**src/rtl/alu_pkg.sv**
```systemverilog
// Shared definitions for the ALU command sequencer: data width, opcodes,
// FSM state encoding and the response payload.
package alu_pkg;

  localparam int unsigned DATA_W = 4;
  localparam int unsigned OP_W   = 3;
  localparam int unsigned ST_W   = 2;

  localparam logic [OP_W-1:0] OP_ADD = 3'b000;
  localparam logic [OP_W-1:0] OP_SUB = 3'b001;
  localparam logic [OP_W-1:0] OP_INC = 3'b010;
  localparam logic [OP_W-1:0] OP_DEC = 3'b011;
  localparam logic [OP_W-1:0] OP_NOT = 3'b100;
  localparam logic [OP_W-1:0] OP_XOR = 3'b101;
  localparam logic [OP_W-1:0] OP_AND = 3'b110;
  localparam logic [OP_W-1:0] OP_OR  = 3'b111;

  localparam logic [ST_W-1:0] ST_IDLE  = 2'd0;
  localparam logic [ST_W-1:0] ST_ISSUE = 2'd1;
  localparam logic [ST_W-1:0] ST_RESP  = 2'd2;

  typedef struct packed {
    logic [DATA_W-1:0] result;
    logic              cout;
  } rsp_t;

endpackage

```
**src/rtl/alu_regfile.sv**
```systemverilog
// Operand register file: one write port, two operand read ports and a host
// read port, all reads combinational.
module alu_regfile
  import alu_pkg::*;
#(
  parameter int unsigned NREG = 4,
  parameter int unsigned AW   = 2
) (
  input  logic              clk,
  input  logic              rst_n,
  input  logic              we,
  input  logic [AW-1:0]     waddr,
  input  logic [DATA_W-1:0] wdata,
  input  logic [AW-1:0]     ra_addr,
  output logic [DATA_W-1:0] ra_data,
  input  logic [AW-1:0]     rb_addr,
  output logic [DATA_W-1:0] rb_data,
  input  logic [AW-1:0]     rd_addr,
  output logic [DATA_W-1:0] rd_data
);

  logic [DATA_W-1:0] regs_q [NREG];
  logic [DATA_W-1:0] regs_d [NREG];

  always_comb begin
    regs_d = regs_q;
    if (we) begin
      regs_d[waddr] = wdata;
    end
  end

  always_ff @(posedge clk or negedge rst_n) begin
    if (!rst_n) begin
      for (int i = 0; i < NREG; i++) begin
        regs_q[i] <= '0;
      end
    end else begin
      regs_q <= regs_d;
    end
  end

  assign ra_data = regs_q[ra_addr];
  assign rb_data = regs_q[rb_addr];
  assign rd_data = regs_q[rd_addr];

endmodule

```
**src/rtl/alu_op_sequencer.sv**
```systemverilog
// Command-side initiator for the 4-bit ALU: reads operands from the register
// file, drives the ALU, writes the result back and returns a response.
module alu_op_sequencer
  import alu_pkg::*;
#(
  parameter int unsigned NREG = 4,
  parameter int unsigned AW   = 2
) (
  input  logic              clk,
  input  logic              rst_n,
  input  logic              wr_en,
  input  logic [AW-1:0]     wr_addr,
  input  logic [DATA_W-1:0] wr_data,
  input  logic [AW-1:0]     rd_addr,
  output logic [DATA_W-1:0] rd_data,
  input  logic              cmd_valid,
  output logic              cmd_ready,
  input  logic [OP_W-1:0]   cmd_op,
  input  logic [AW-1:0]     cmd_srca,
  input  logic [AW-1:0]     cmd_srcb,
  input  logic [AW-1:0]     cmd_dst,
  output logic [DATA_W-1:0] alu_a,
  output logic [DATA_W-1:0] alu_b,
  output logic [OP_W-1:0]   alu_op,
  input  logic [DATA_W-1:0] alu_result,
  input  logic              alu_cout,
  output logic              rsp_valid,
  input  logic              rsp_ready,
  output logic [DATA_W-1:0] rsp_result,
  output logic              rsp_cout,
  output logic              busy
);

  logic [ST_W-1:0]   state_q, state_d;
  logic [DATA_W-1:0] alu_a_q, alu_a_d;
  logic [DATA_W-1:0] alu_b_q, alu_b_d;
  logic [OP_W-1:0]   alu_op_q, alu_op_d;
  logic [AW-1:0]     dst_q, dst_d;
  rsp_t              rsp_q, rsp_d;
  logic              rsp_valid_q, rsp_valid_d;

  logic              rf_we;
  logic [AW-1:0]     rf_waddr;
  logic [DATA_W-1:0] rf_wdata;
  logic [DATA_W-1:0] ra_data, rb_data;

  alu_regfile #(
    .NREG (NREG),
    .AW   (AW)
  ) u_regfile (
    .clk     (clk),
    .rst_n   (rst_n),
    .we      (rf_we),
    .waddr   (rf_waddr),
    .wdata   (rf_wdata),
    .ra_addr (cmd_srca),
    .ra_data (ra_data),
    .rb_addr (cmd_srcb),
    .rb_data (rb_data),
    .rd_addr (rd_addr),
    .rd_data (rd_data)
  );

  // Host writes win over a command presented in the same IDLE cycle.
  assign cmd_ready = (state_q == ST_IDLE) && !wr_en;

  always_comb begin
    state_d     = state_q;
    alu_a_d     = alu_a_q;
    alu_b_d     = alu_b_q;
    alu_op_d    = alu_op_q;
    dst_d       = dst_q;
    rsp_d       = rsp_q;
    rsp_valid_d = rsp_valid_q;
    rf_we       = 1'b0;
    rf_waddr    = wr_addr;
    rf_wdata    = wr_data;

    case (state_q)
      ST_IDLE: begin
        if (wr_en) begin
          rf_we = 1'b1;
        end else if (cmd_valid) begin
          alu_a_d  = ra_data;
          alu_b_d  = rb_data;
          alu_op_d = cmd_op;
          dst_d    = cmd_dst;
          state_d  = ST_ISSUE;
        end
      end
      // ALU output has settled from the registered operands; capture and write back.
      ST_ISSUE: begin
        rf_we       = 1'b1;
        rf_waddr    = dst_q;
        rf_wdata    = alu_result;
        rsp_d       = '{result: alu_result, cout: alu_cout};
        rsp_valid_d = 1'b1;
        state_d     = ST_RESP;
      end
      ST_RESP: begin
        if (rsp_ready) begin
          rsp_valid_d = 1'b0;
          state_d     = ST_IDLE;
        end
      end
      default: begin
        rsp_valid_d = 1'b0;
        state_d     = ST_IDLE;
      end
    endcase
  end

  always_ff @(posedge clk or negedge rst_n) begin
    if (!rst_n) begin
      state_q     <= ST_IDLE;
      alu_a_q     <= '0;
      alu_b_q     <= '0;
      alu_op_q    <= OP_ADD;
      dst_q       <= '0;
      rsp_q       <= '0;
      rsp_valid_q <= 1'b0;
    end else begin
      state_q     <= state_d;
      alu_a_q     <= alu_a_d;
      alu_b_q     <= alu_b_d;
      alu_op_q    <= alu_op_d;
      dst_q       <= dst_d;
      rsp_q       <= rsp_d;
      rsp_valid_q <= rsp_valid_d;
    end
  end

  assign alu_a      = alu_a_q;
  assign alu_b      = alu_b_q;
  assign alu_op     = alu_op_q;
  assign rsp_valid  = rsp_valid_q;
  assign rsp_result = rsp_q.result;
  assign rsp_cout   = rsp_q.cout;
  assign busy       = (state_q != ST_IDLE);

endmodule

```
**config.mk**
```make
export PLATFORM = sky130hd
export DESIGN_NAME = alu_op_sequencer
export DESIGN_NICKNAME = d
export VERILOG_FILES = /design/src/rtl/alu_pkg.sv /design/src/rtl/alu_regfile.sv /design/src/rtl/alu_op_sequencer.sv
export SDC_FILE = /design/constraint.sdc
export NUM_CORES = 1
export LEC_CHECK = 0
export CAP_MARGIN = 40
export CORE_MARGIN = 3
export CORE_UTILIZATION = 40
export CTS_CLUSTER_SIZE = 8
export DETAILED_ROUTE_END_ITERATION = 6
export GPL_TIMING_DRIVEN = 0
export PLACE_DENSITY = 0.7
export SYNTH_ARGS = -nofsm -noshare
export SYNTH_HDL_FRONTEND = slang
export SYNTH_HIERARCHICAL = 1
export SYNTH_SLANG_ARGS = --single-unit
```
**constraint.sdc**
```tcl
create_clock -name clk -period 3.1 [get_ports clk]
set_input_delay 0.62 -clock clk [delete_from_list [all_inputs] [get_ports clk]]
set_output_delay 0.62 -clock clk [all_outputs]
set_load 0.02 [all_outputs]
```
* Word level (Yosys, flattened, before mapping) *
Index checks and enable logic that the tools add are counted.

storage, ports and cells
  register bits after elaboration = 37
  latch bits = 0
  memory bits (writable) = 0
  bits in read-only memories = 0
  output and inout port bits = 23
  word-level logic and storage cells = 58
  memories kept = 0

operators by class
  add/subtract/negate cells = 0
  multiply operators = 0
  div/mod/pow operators = 0
  order comparisons = 5
  equality and inequality tests = 5
  shift-type cells = 0
  muxes and demuxes = 22
  bitwise operators = 6
  reductions and logical operators = 8

operators by type and width
  kind                                                                   number
  4-bit two-way mux                                                      8
  4-bit binary-select mux with 2-bit select                              3
  16-bit bitwise mux                                                     1
  3-bit greater-or-equal comparator (second input constant)              4
  2-bit inverter with 3-bit output                                       4
  4-bit demux with 2-bit select                                          1
  2-bit two-way mux                                                      4
  2-bit != test (second input constant)                                  3
  2-bit one-hot mux with 3 select lines                                  1
  3-bit AND reduction                                                    2
  3-bit by 1-bit < comparator with 1-bit output (second input constant)  1
  1-bit one-hot mux with 3 select lines                                  1
  2-bit by 1-bit == test with 1-bit output (second input constant)       1
  2-bit == test (second input constant)                                  1
  1-bit logical AND                                                      2
  2-bit logical NOT                                                      1
  1-bit two-way mux                                                      2
  1-bit inverter                                                         2
  1-bit one-hot mux with 2 select lines                                  1
  2-bit AND reduction                                                    1
  2-bit nonzero test                                                     1
  1-bit logical NOT                                                      1

* Longest topological paths before layout *
  depth after elaboration = 8
  gate-level depth with buffers = 5

* By module *
Netlist, hierarchy kept.

by module, submodules not included
  module            times used  cells an instance  area an instance (um^2)
  alu_regfile       1           48                 900.9
  alu_op_sequencer  1           59                 894.6

* Worst setup path before layout *
OpenSTA, ideal clock, no wires.

  kind = input to output
  start point = input rd_addr[0]
  end point = output rd_data[1]
  data arrival time = 1.261 ns
  data required time = 2.480 ns
  slack = 1.219 ns
  stages = 1
  buffers on the path = 0
  path through = mux4_1

on the way
  longest elaborated chain between the ends = 4

ends and longest elaborated chain
  what                                                    RTL line                text
  from (decl)                                             alu_op_sequencer.sv:14  input logic [AW-1:0] rd_addr,
  2-bit inverter with 3-bit output (implied by the code)  alu_regfile.sv:44       assign rd_data = regs_q[rd_addr];
  4-bit binary-select mux with 2-bit select               alu_regfile.sv:44
  4-bit two-way mux (implied by the code) (2 in series)   alu_regfile.sv:44
  to (decl)                                               alu_op_sequencer.sv:15  output logic [DATA_W-1:0] rd_data,

No other way between the ends. The select of a mux whose other input is x is not followed.

* Worst setup path after layout *
  start point = input rd_addr[1]
  end point = output rd_data[3]

The elaborated chain is that of the path after synthesis.

==> metrics.md <==
| Metric | Value |
|---|---|
| Status | `finished, final reports clean` |
| Slew Limit Fails | `0` |
| Post-synth design cell area | `0.001795 mm2` |
| Clk pwr share | `16.0%` |
| Core footprint | `0.004173 mm2` |
| Comb pwr share | `42.6%` |
| Share of layout cells above drive strength 1 | `38.41%` |
| Placed cell area | `0.002344 mm2` |
| Max clock buf depth | `2` |
| Crit Path Max Fanout | `4` |
| Sw Share | `32.80%` |
| Slew HR | `46.50%` |
| Proportion of synthesized area in mux cells | `40.77%` |
| Setup TNS | `0 ns` |
| Period utilization | `88.50%` |
| Sequence of cells on the critical path | `clkdlybuf4s50_1 -> mux4_2 -> clkdlybuf4s50_1` |
| Pint | `1.345 mW` |
| PD cells | `824.4 mW/mm2` |
| Sequential-to-total area share from yosys stat | `51.57%` |
| Synthesized instance count | `107` |
| Vias in the first global route | `1227` |
| WL final | `4071 um` |
| Router iterations before antenna repair | `4` |
| Residual DRC | `0` |
| Yosys warnings | `6` |
| Total Die Area | `0.005328 mm2` |
| Most numerous cell on the critical path | `clkdlybuf4s50_1` |
| Most common cell after layout, fill and taps aside | `clkdlybuf4s50_1` |
| Fraction of the mapped netlist area in simple logic gates | `5.366%` |
| Worst EP arrival | `2.12 ns` |
| Max Cap Viol | `0` |
| # IOs | `50` |
| Cts bufs inserted | `5` |
| Antenna diodes | `0` |
| Grt total ovfl | `0` |
| ANT nets after route | `0` |
| # setup viols final | `0` |
| Hpwl dp | `3103 um` |
| Skew-Pair Late Insertion Delay | `0.28 ns` |
| Register bit count reported by yosys | `37` |
| Min Tclk post-route | `2.743 ns` |
| Fin nets | `190` |
| Mean post-synth cell area | `16.78 um2` |
| Chip Width | `73.00 um` |
| Critical path class | `primary input to output port` |
| Largest net degree at the start of global routing | `38` |
| Distinct cell type count after synthesis | `17` |
| Initial antenna violation count | `0` |
| Starting density of the core | `43.03%` |
| Gp weighted congestion | `0.8330` |
| Worst clock skew | `0.001923 ns` |
| Commonest non-fill, non-tap cells in the layout | `47 x clkdlybuf4s50_1, 40 x mux2_2, 37 x dfrtp_1, 9 x mux4_2, 5 x clkbuf_8` |
| CTS tree | `built` |
| Via/cell ratio | `5.407` |
| Port Buf Inserts | `49` |
| Worst Path Buf+Inv | `2` |
| Vert. Die Dim | `73.00 um` |
| VDD IR-drop max | `0.0004125 V` |
| Worst Setup Start Kind | `primary input` |
| Tot GR Track Use | `16.35%` |
| Lkg Pwr | `0.9938 nW` |
| Final instance area | `0.002429 mm2` |
| Crit-path slowest cell | `clkdlybuf4s50_1` |
| Adder-cell share of the synthesized area | `0%` |
| DR vias | `1157` |
| Synth Area in XOR/XNOR | `0%` |
| H-tree Lvls | `2` |
| Reg clk slew, reported paths | `0.07 ns` |
| Worst Setup End Kind | `output port` |
| Post-detailed-route wirelength per cell | `19.02 um` |
| Flop pwr share | `41.4%` |
| Max stage delay on crit path | `0.60 ns` |
| Largest family of logic cells by synthesized area | `multiplexers` |
| Unrepaired setup endpoints after global routing | `false` |
| Setup slack, reg-to-reg | `1.04 ns` |
| Compound-Gate Fraction of Synth Area | `1.115%` |
| F_max | `364.5 MHz` |
| Area grow syn2layout | `35.26%` |
| Clock sink total | `37` |
| Worst slew pin tran | `0.8025 ns` |
| Worst path depth | `3` |
| Initial drt markers | `50` |
| Psw | `656.7 uW` |
| Row cnt | `23` |
| CP required | `2.48 ns` |
| Total setup buffers inserted after CTS | `0` |
| Fin. Hold Viols | `0` |
| Global-route wire length before repair | `6361 um` |
| Hold WC Path Type | `primary input to asynchronous set/reset pin` |
| Path depth of the worst reg2reg path | `5` |
| CP top delay family | `buffers and inverters` |
| Net count after synthesis | `134` |
| Root Buffer | `clkbuf_8` |
[worst paths after layout]
| check | start | end |
|---|---|---|
| max in group asynchronous | rst_n | rsp_result[1]$_DFFE_PN0N_ |
| hold / removal | rst_n | rsp_cout$_DFFE_PN0N_ |
| setup reg to reg | state_q[0]$_DFFE_PN0P_ | u_regfile/regs_q[14]$_DFFE_PN0P_ |
| hold reg to reg | rsp_result[0]$_DFFE_PN0N_ | rsp_result[0]$_DFFE_PN0N_ |
| min in group clk | rsp_result[0]$_DFFE_PN0N_ | rsp_result[0]$_DFFE_PN0N_ |
| setup / recovery | rd_addr[1] | rd_data[3] |
[power by group through the flow]
| stage | combinational (mW) | sequential [mW] | clock [mW] |
|---|---|---|---|
| 2_1_floorplan | 0.392 | 0.904 | 0 |
| 3_3_place_gp | 0.846 | 0.813 | 0 |
| 3_5_place_dp | 0.862 | 0.835 | 0 |
| 4_1_cts | 0.865 | 0.829 | 0.329 |
| 5_1_grt | 0.900 | 0.857 | 0.357 |
| 6_report | 0.852 | 0.828 | 0.321 |
[area by class of cell]
cell class | count | area (um2)
plain buffers | 3 | 21.27
clock buffers | 6 | 72.57
clock inverters | 2 | 10.01
fillers | 347 | 1744
multi-input cells | 67 | 848.3
flip-flops and latches | 37 | 925.9
well taps | 50 | 62.56
repair buffers | 49 | 488.0
[metrics by stage]
step           utilization, %  hold slack (ns)  setup WS [ns]  std cells  total power, mW
6_report                58.20           0.4208         0.3566        214            2.002
5_1_grt                 58.20           0.4753         0.3219        214            2.114
4_1_cts                 58.14           0.4649        0.02942        214            2.023
3_5_place_dp            56.16           0.4973        0.05470        206            1.697
3_3_place_gp            56.28           0.4603        0.04255        206            1.659
2_1_floorplan               -           0.3244          1.219        107            1.296
[routing by layer]
layer	global-route usage (%)	share of wire [%]
met5	0	0
met4	3.689	0.56
met3	4.545	6.5
met2	27.21	51
met1	21.25	42
[sequential cells by signal, summed over array words and instances (netlist names)]
name / count
dst_q: 2
alu_op: 3
alu_a: 4
rsp_result: 4
state_q: 2
rsp_cout: 1
alu_b: 4
u_regfile/regs_q: 16
rsp_valid: 1
[logic make-up after synthesis]
| group | Yosys count |
|---|---|
| mux | 52 |
| simple gates | 12 |
| compound gates | 3 |
| flops | 37 |
| buf+inv | 3 |
[synthesized netlist by cell type]
library cell  instances  area share, %
nor3b_4               1            1.0
a21o_1                1           0.42
nor4b_4               1            1.3
nand3_1               1           0.28
nor2b_1               1           0.35
buf_2                 2           0.56
nand2b_1              1           0.35
mux4_2                9             11
o21ai_0               1           0.28
mux2_2               40             25
dfrtp_1              37             52
buf_6                 1           0.63
nand3b_1              2           0.84
nor2_1                4           0.84
or2_2                 1           0.35
o21a_1                1           0.42
mux4_1                3            4.4
[what timing repair did]
action	4_1_cts	5_1_grt
setup endpoints to repair	0	1
resized for setup	0	1
hold buffers	0	0
hold endpoints to repair	0	0
(Power assumes the default switching activity.)
==> edit: new RTL, config.mk and constraints unchanged <==
`AW` is set to 2 in 2 places; all go to 1.
--- a/src/rtl/alu_regfile.sv
+++ b/src/rtl/alu_regfile.sv
@@ -6,3 +6,3 @@
   parameter int unsigned NREG = 4,
-  parameter int unsigned AW   = 2
+  parameter int unsigned AW   = 1
 ) (
--- a/src/rtl/alu_op_sequencer.sv
+++ b/src/rtl/alu_op_sequencer.sv
@@ -6,3 +6,3 @@
   parameter int unsigned NREG = 4,
-  parameter int unsigned AW   = 2
+  parameter int unsigned AW   = 1
 ) (
Ports: changed (5 resized); port bits go from 50 to 45. The function was not compared with the original's and may differ.
==> edit against the original RTL <==
  * Design area down 24%
  * Sequential cell count is 9 lower
  * Register-to-register slack better by 0.13 ns
  * Routed wire length decreased by 37%
  * Total power decreased by 28%
  * Cell count down 17%
  * Sequential share of layout area fell by 0.18 points
  * Worst setup slack improved by 0.013 ns
  * Synthesized area down 28%
  * Combinational power is 21% lower
  * First-iteration DRC count is 66% lower
  * Clock power fell by 45%
  * Critical path depth is the same
  * Critical path type unchanged
  * Largest cell class unchanged
  * Largest power group unchanged
==> edit: results (changes against the original RTL) <==
metric,value,unit,change
synth_area_leaders,"dfrtp_1 (54%), mux2_2 (33%), mux2_4 (4.6%)",,"was dfrtp_1 (52%), mux2_2 (25%), mux4_2 (11%)"
gr-usage-all-layers,13.78,%,was 16.35%
wl,2580,um,was 4071 um
final_nets,156,,was 190
htreeDepth,1,,was 2
clock_skew,0.004907,ns,was 0.001923 ns
dpl.cell_count,173,,was 206
hp-class,reg -> reg,,was in -> async
r2r_start,state_q[1],,was state_q[0]
status,finished clean,,unchanged
reg2reg_slack,1.17,ns,was 1.04 ns
synth_fp_nets,106,,was 134
yosysSeqAreaShare,53.90,%,was 51.57%
place_ws,0.3651,ns,was 0.05470 ns
max_slew_margin,53.07,%,was 46.50%
largest_reg_flops,8,,was 16
leakage,0.7652,nW,was 0.9938 nW
gp_congestion,0.7480,,was 0.8330
drive_gt1_share,41.35,%,was 38.41%
clk_latency,0.32,ns,was 0.28 ns
grt_start_max_net_pins,16,,was 38
slowest_stage,clkdlybuf4s50_1,,unchanged
vias,855,,was 1157
largest_register,u_regfile/regs_q,,unchanged
io_buffers,44,,was 49
max_stage_delay,0.58,ns,was 0.60 ns
path_clk_slew,0.15,ns,was 0.07 ns
synth.avg_cell_area,15.48,um2,was 16.78 um2
grt_pass1_vias,916,,was 1227
fill_cells,261,,was 347
grt_first_pass_wirelength,4388,um,was 6361 um
firstDrtPassIters,2,,was 4
yosysUniqueCellTypes,15,,was 17
numCtsBuffers,3,,was 5
async_flop_share,100.0,%,unchanged
drtIter0Drc,17,,was 50
num_antenna_cells,0,,unchanged
irDropWorstVdd,0.3516,mV,was 0.4125 mV
clockRootBuffer,clkbuf_4,,was clkbuf_8
synthTopCellsByCount,"mux2_2 (38), dfrtp_1 (28), mux2_4 (4)",,"was mux2_2 (40), dfrtp_1 (37), mux4_2 (9)"
r2r-end,u_regfile/regs_q[13],,was u_regfile/regs_q[14]
finalNonFillerCells,177,,was 214
dp_hpwl,2034,um,was 3103 um
edit: changes by cell type after synthesis, sizes merged, moves of 2 or more:
cell and delta:
nand2 +2, mux2 +2, nand3b -2, mux4 -12, dfrtp -9
edit: per-stage QoR:
stage	util (%)	hold slack [ns]	area [um2]
2_1_floorplan	-	0.3244	1300
3_3_place_gp	58.33	0.4653	1795
3_5_place_dp	58.82	0.4682	1810
4_1_cts	60.00	0.5016	1847
5_1_grt	60.00	0.5318	1847
6_report	60.00	0.4962	1847
edit: kinds of logic (layout without fill, tap and decap cells):
group,after synthesis,after routing,share of synthesized area [%]
compound gates,2,2,0.9623
buf+inv,2,51,1.251
flops,28,28,53.90
mux,42,42,37.54
simple gates,10,10,6.352
edit: cell type report:
| class | instances | area share [%] |
|---|---|---|
| sequential | 28 | 37.94 |
| multi-input combinational | 54 | 31.57 |
| timing repair buffer | 45 | 24.66 |
| tap | 44 | 2.981 |
| clock buffer | 4 | 1.965 |
| buffer | 2 | 0.8808 |
edit: per-layer routing:
layer	routed length (um)	GRT usage, %	share of wire, %	vias to the layer above
met4	0	2.479	0	0
met3	192	3.597	7.4	0
met1	1126	18.05	44	426
met2	1260	23.06	49	28
met5	0	0	0	-
li1	-	-	-	401
edit: worst max-delay path by stage:
stage / slack (ns) / startpoint / end / cells past startpoint
6_report: 0.37 / rd_addr / rd_data[2] / 3
2_1_floorplan: 1.36 / state_q[1] / u_regfile/regs_q[12] / 5
5_1_grt: 0.33 / rd_addr / rd_data[3] / 3
3_5_place_dp: 0.37 / rd_addr / rd_data[3] / 3
4_1_cts: 0.36 / rd_addr / rd_data[3] / 3
3_3_place_gp: 0.36 / rd_addr / rd_data[3] / 3
edit: power by group:
group,total (mW),switching (mW),internal (mW)
Clock,0.176,0.104,0.0718
Sequential,0.587,0.0883,0.499
Combinational,0.677,0.282,0.395
